**src/rtl/pc_gen.sv**
```systemverilog
// Fetch program counter with jr/j/branch redirect and optional MIPS delay slot.
// Build option: define PC_GEN_DELAY_SLOT_EN to enable the architectural delay slot.
module pc_gen #(
    parameter int unsigned ADDR_W   = 32,
    parameter logic [31:0] RESET_PC = 32'h0000_3000
) (
    input  logic              clk,
    input  logic              reset,
    input  logic              stall,
    input  logic              is_br,
    input  logic              br_cond,
    input  logic              is_jump,
    input  logic              is_jr,
    input  logic [15:0]       br_off,
    input  logic [25:0]       j_index,
    input  logic [ADDR_W-1:0] jr_target,
    output logic [ADDR_W-1:0] pc,
    output logic [ADDR_W-1:0] pc_plus4,
    output logic              in_slot,
    output logic              misalign
);

    localparam logic [ADDR_W-1:0] RESET_VAL = RESET_PC[ADDR_W-1:0];

    logic [ADDR_W-1:0] br_target;
    logic [ADDR_W-1:0] j_target;
    logic [ADDR_W-1:0] target;
    logic              jr_bad;
    logic              redirect;
    logic [ADDR_W-1:0] pc_nxt;
    logic              mis_nxt;

    assign pc_plus4  = pc + ADDR_W'(4);
    assign br_target = pc_plus4 + {{(ADDR_W-18){br_off[15]}}, br_off, 2'b00};
    assign j_target  = {pc_plus4[ADDR_W-1:28], j_index, 2'b00};

    // jr outranks everything, so a misaligned jr suppresses lower-priority requests too
    always_comb begin
        jr_bad   = is_jr && (jr_target[1:0] != 2'b00);
        target   = br_target;
        if (is_jr)
            target = jr_target;
        else if (is_jump)
            target = j_target;
        redirect = (is_jr || is_jump || (is_br && br_cond)) && !jr_bad;
    end

`ifdef PC_GEN_DELAY_SLOT_EN
    typedef enum logic {IDLE, SLOT} state_t;

    state_t            state, state_nxt;
    logic [ADDR_W-1:0] tgt, tgt_nxt;
    logic              slot_nxt;

    always_comb begin
        state_nxt = state;
        pc_nxt    = pc;
        tgt_nxt   = tgt;
        slot_nxt  = in_slot;
        mis_nxt   = 1'b0;
        if (!stall) begin
            unique case (state)
                IDLE: begin
                    pc_nxt = pc_plus4;
                    if (redirect) begin
                        state_nxt = SLOT;
                        tgt_nxt   = target;
                        slot_nxt  = 1'b1;
                    end else begin
                        mis_nxt = jr_bad;
                    end
                end
                SLOT: begin
                    state_nxt = IDLE;
                    pc_nxt    = tgt;
                    slot_nxt  = 1'b0;
                end
                default: state_nxt = IDLE;
            endcase
        end
    end

    always_ff @(posedge clk or posedge reset) begin
        if (reset) begin
            state    <= IDLE;
            pc       <= RESET_VAL;
            tgt      <= '0;
            in_slot  <= 1'b0;
            misalign <= 1'b0;
        end else begin
            state    <= state_nxt;
            pc       <= pc_nxt;
            tgt      <= tgt_nxt;
            in_slot  <= slot_nxt;
            misalign <= mis_nxt;
        end
    end
`else
    assign in_slot = 1'b0;

    always_comb begin
        pc_nxt  = pc;
        mis_nxt = 1'b0;
        if (!stall) begin
            pc_nxt  = redirect ? target : pc_plus4;
            mis_nxt = jr_bad;
        end
    end

    always_ff @(posedge clk or posedge reset) begin
        if (reset) begin
            pc       <= RESET_VAL;
            misalign <= 1'b0;
        end else begin
            pc       <= pc_nxt;
            misalign <= mis_nxt;
        end
    end
`endif

endmodule

```
**config.mk**
```make
export PLATFORM = sky130hd
export DESIGN_NAME = pc_gen
export DESIGN_NICKNAME = d
export VERILOG_FILES = /design/src/rtl/pc_gen.sv
export SDC_FILE = /design/constraint.sdc
export NUM_CORES = 1
export LEC_CHECK = 0
export BUFFER_PORTS_ARGS = -buffer_cell sky130_fd_sc_hd__buf_4
export CAP_MARGIN = 20
export CELL_PAD_IN_SITES_DETAIL_PLACEMENT = 0
export CELL_PAD_IN_SITES_GLOBAL_PLACEMENT = 1
export CORE_UTILIZATION = 39
export CTS_CLUSTER_DIAMETER = 80
export DETAILED_ROUTE_END_ITERATION = 7
export PLACE_DENSITY = 0.95
export SLEW_MARGIN = 5
export SYNTH_ARGS = -nofsm -noshare
export SYNTH_HDL_FRONTEND = slang
export SYNTH_SLANG_ARGS = --single-unit
```
**constraint.sdc**
```tcl
create_clock -name clk -period 10.33 [get_ports clk]
set_input_delay 0 -clock clk [delete_from_list [all_inputs] [get_ports clk]]
set_output_delay 0 -clock clk [all_outputs]
set_load 0.05 [all_outputs]
```
* Word level (Yosys, flattened, before mapping)
Cells that the tools add are included.
** Word-level totals
- Register bits :: 33
- Bits in latches :: 0
- RAM bits :: 0
- Memory bits (read-only) :: 0
- Input port bits :: 81
- Output and inout bits :: 66
- Word-level logic and storage cells :: 15
- Memories kept :: 0
** Cells by class
- Add/subtract/negate cells :: 2
- $mul :: 0
- Divide/modulo/power cells :: 0
- $lt $le $gt $ge :: 0
- Eq/ne operators :: 0
- Shifts and indexed selects :: 0
- Mux-type cells :: 4
- Bitwise operators :: 0
- Reductions and logical operators :: 7
** Operators with widths (number)
- 2-to-1 mux 32 bit :: 3
- adder 32 x 3 -> 32 bit, second input constant :: 1
- adder 32 bit :: 1
- logical AND 1 bit :: 3
- logical OR 1 bit :: 2
- nonzero test 2 bit :: 1
- zero test 1 bit :: 1
- 2-to-1 mux 1 bit :: 1

* Logic depth before layout (Yosys ltp)
- Depth after elaboration :: 5
- Gate-level depth with buffers :: 17
- Gate-level depth less buffers :: 16

* Worst setup path before layout
No wires, ideal clock.
- Kind :: reg-to-reg
- Start :: register pc[8]
- End :: register pc[31]
- Library setup time :: 80 ps
- Arrival time :: 4839 ps
- Required time :: 10250 ps
- Path slack :: 5410 ps
- Stages on the path, launching flop included :: 18
- Path buffers :: 1
- Clock period less this slack :: 4920 ps
- Path through :: dfrtp_1 > and4_1 > nand3_1 > nor2_1 > and3_1 > and3_1 > nand3_1 > xnor2_1 > ha_1 > clkbuf_1 > o21ai_0 > nor2_1 > nor4_1 > o41ai_1 > mux2i_1 > o31a_1 > a2111o_1 > o211ai_2
** Between the ends
- Longest elaborated chain between the ends :: 5
** RTL lines
- start: declaration :: RTL line 17 : output logic [ADDR_W-1:0] pc,
- start signal: assignment :: RTL line 115 : pc <= pc_nxt;
- adder 32 x 3 -> 32 bit :: RTL line 33 : assign pc_plus4 = pc + ADDR_W'(4);
- net pc_plus4[26] :: RTL line 18 : output logic [ADDR_W-1:0] pc_plus4,
- adder 32 bit :: RTL line 34 : assign br_target = pc_plus4 + {{(ADDR_W-18){br_off[15]}}, br_off, 2'b00};
- 2-to-1 mux 32 bit :: RTL line 43 : else if (is_jump)
- 2-to-1 mux 32 bit :: RTL line 41 : if (is_jr)
- 2-to-1 mux 32 bit :: RTL line 105 : pc_nxt = redirect ? target : pc_plus4;
The timed path passes the listed nets, and every way through them passes these cells.
A chain may end at the register's enable or synchronous reset.

* Worst setup path after layout
- Start :: register pc[3]
- End :: register pc[31]
** Between the ends
- Longest elaborated chain between the ends :: 5
** RTL lines (RTL line)
- adder 32 x 3 -> 32 bit * :: 33
- adder 32 bit :: 34
- 2-to-1 mux 32 bit :: 43
- 2-to-1 mux 32 bit :: 41
- 2-to-1 mux 32 bit * :: 105
Mark *: on every way between the ends. The rest lies on a longest branch, timed or not.

==> impl_metrics.yaml <==
setup_path:
  arrival_ns: 4.58
  critical_path_class: "reg2reg"
  slowest_stage: "o41ai_1"
  end_kind: "register"
  critPathMaxStageDelay_ns: 0.54
  crit_family: "simple AND/OR/NAND/NOR gates"
  crit_chain: "ha_1 -> nand3_1 -> nor2_1 -> and3_1 -> and3_1 -> nand3_1 -> xnor2_1 -> ha_1 -> o21ai_0 -> nor2_1 -> nor4_1 -> o41ai_1 -> mux2i_1 -> o31a_1 -> a2111o_1 -> o211ai_2"
  critPathBufInv: 0
  crit_fanout: 7
  start_kind: "register"
  rrSetupSlack_ns: 5.98
  required_ns: 10.56
route:
  drc: 0
  wire_per_inst_um: 19.7
  drtIter0Drc: 384
  vias: 5221
  viasPerCell: 6.12
  first_pass_iters: 7
  ant_nets: 0
  totalWireLength_mm: 16.8
yosys:
  synth-seq-cells: 33
  synth-edff-count: 0
  seq_area_frac_synth: 0.190
  syn_inst: 586
  syn_area_per_cell_um2: 7.43
  syn_area_mm2: 0.00436
  async_flop_share: 1.00
  yosysUniqueCellTypes: 70
  synthFlopType: "dfrtp_1"
  synthesis.nets: 704
  ys_warn_count: 0
power_and_ir_drop:
  total_leakage_power_nw: 2.59
  power.density_mw_per_mm2: 224
  peakVddDrop_mv: 0.125
clocking:
  cts.sink_count: 33
  cts.clk_slew.worst_paths_ns: 0.08
  htreeDepth: 2
  cts_buffer_depth: 2
  post_cts_buffers: 0
  root_buffer: "clkbuf_8"
  numCtsBuffers: 5
  cts_tree: "done"
  clkLatencyLatePin_ns: 0.30
sta:
  max_freq_mhz: 230
  hold_viol_final: 0
  final_max_slew_viol_count: 0
  layout_min_cycle_time_ns: 4.35
  finalCritPeriodShare: 0.421
  skew_ns: 0.00796
  fin_tns_setup_ns: 0
  tightest_slew_ns: 0.847
  rsz0062_at_grt: "no"
  max-slew-margin-rel: 0.433
  setup_viol: 0
cells_and_area:
  fillers: 1060
  final_util: 0.524
  finalNonFillerCells: 853
  diodes: 0
  nets: 830
  final_layout_size_suffix_gt1_frac: 0.241
  final_cell_mix: "buf_4, a21oi_1, nand2_1"
  final_common_cell: "buf_4"
  syn_to_final_growth_pct: 30.4
hold_path:
  hold_path.class: "in2reg"
die:
  dieArea_mm2: 0.0116
  die_h_um: 108
  io_pins: 147
  design.core.area_mm2: 0.0108
  die_w_um: 108
  start_util: 0.402
  rows: 38
place:
  place_inst: 843
  dpl.hpwl_mm: 12.7
  place_congestion: 0.924
  io_buffers: 145
grt:
  grt_max_degree: 58
  antenna_found_initial: 0
  grt-ovfl-total: 0
  first_global_vias: 5020
  grt_usage: 0.294
  grt_pass1_wl_mm: 26.3
status:
  status: "finished clean"
job:
  cap_viol_max_count: 0
==> worst reg2reg max path, cell delays in order (launching register included) <==
cell	delay (ns)
dfrtp_1	0.45
ha_1	0.31
nand3_1	0.24
nor2_1	0.33
and3_1	0.31
and3_1	0.27
nand3_1	0.11
xnor2_1	0.18
ha_1	0.43
o21ai_0	0.13
nor2_1	0.18
nor4_1	0.07
o41ai_1	0.54
mux2i_1	0.14
o31a_1	0.13
a2111o_1	0.37
o211ai_2	0.08
==> kinds of logic after synthesis <==
family,share of synthesized area
compound gates,0.329
simple gates,0.217
xor+xnor,0.0945
buf+inv,0.0434
fa+ha+maj,0.108
flops,0.190
mux,0.0164
other cells,0.000861
==> what timing repair did <==
| item | CTS | global route |
|---|---|---|
| hold buffers | 2 | 0 |
| hold endpoints to repair | 32 | 0 |
| resized for setup | 0 | 0 |
==> Yosys cell counts, drive strengths merged, types with 2 or more instances <==
master,number,share of area
and4,6,0.013
buf,7,0.0089
a21boi,3,0.0052
a31oi,16,0.023
o41ai,2,0.0040
or4,2,0.0043
nor3,14,0.019
o211ai,11,0.020
nand3,26,0.030
dfrtp,31,0.18
o31ai,2,0.0034
mux2i,6,0.014
a22oi,5,0.0086
inv,15,0.013
dfstp,2,0.012
o22ai,13,0.019
nor2,43,0.037
nor4,4,0.0057
clkbuf,25,0.022
nor2b,3,0.0043
and2,2,0.0029
o221ai,4,0.0080
nand2b,5,0.0072
nand2,52,0.045
a211oi,7,0.012
o21a,7,0.012
xor2,17,0.034
or3,6,0.0086
o21ai,41,0.047
a32oi,2,0.0040
o21bai,7,0.012
and3,12,0.018
o2111ai,2,0.0040
a21oi,68,0.078
ha,36,0.10
a21o,17,0.030
nand4,11,0.017
xnor2,30,0.060
a221oi,2,0.0040
a221o,3,0.0069
==> area by class of cell <==
type                    count  area (um2)  share of cell area
inverters                  15        56.3             0.00992
flip-flops and latches     33         828               0.146
clock buffers               5        68.8              0.0121
repair buffers            151        1140               0.201
well taps                 140         175              0.0309
multi-input cells         506        3340               0.589
clock inverters             3        68.8              0.0121
==> report_power, final <==
part	switching, mW	total, mW	internal (mW)
sequential	0.0578	0.219	0.162
clock	0.0590	0.156	0.0973
combinational	0.593	0.895	0.303
total	0.709	1.27	0.561
==> through the flow <==
stage	total power [mW]	worst slack (ns)	hold WS (ns)	instance area, um2
after floorplan	0.837	5.41	0.127	4360
after global placement	1.09	6.28	0.134	5520
after detailed placement	1.10	6.13	0.147	5520
after CTS	1.26	6.06	0.0249	5680
after global routing	1.34	5.58	0.0434	5680
final	1.27	5.98	0.0297	5680
==> metal layers <==
| metal | vias up | part of all wire | GRT usage |
|---|---|---|---|
| met4 | 0 | 0.022 | 0.0900 |
| met5 | - | 0 | 0 |
| met2 | 252 | 0.46 | 0.468 |
| met3 | 30 | 0.089 | 0.0527 |
| li1 | 2462 | - | - |
| met1 | 2477 | 0.43 | 0.402 |
==> final timing paths <==
path,start,to,cells past startpoint
worst min-delay path,j_index[7],pc[9],3
worst max register to register,pc[3],pc[31],16
worst min register to register,pc[28],pc[28],2
max in group asynchronous,reset,pc[12],4
min in group asynchronous,reset,pc[21],4
worst max-delay path,pc[3],pc[31],16
==> registers in the layout, summed over array words and instances (netlist names) <==
register,flops
pc,32
misalign,1
Power figures use the tool's default switching activity.
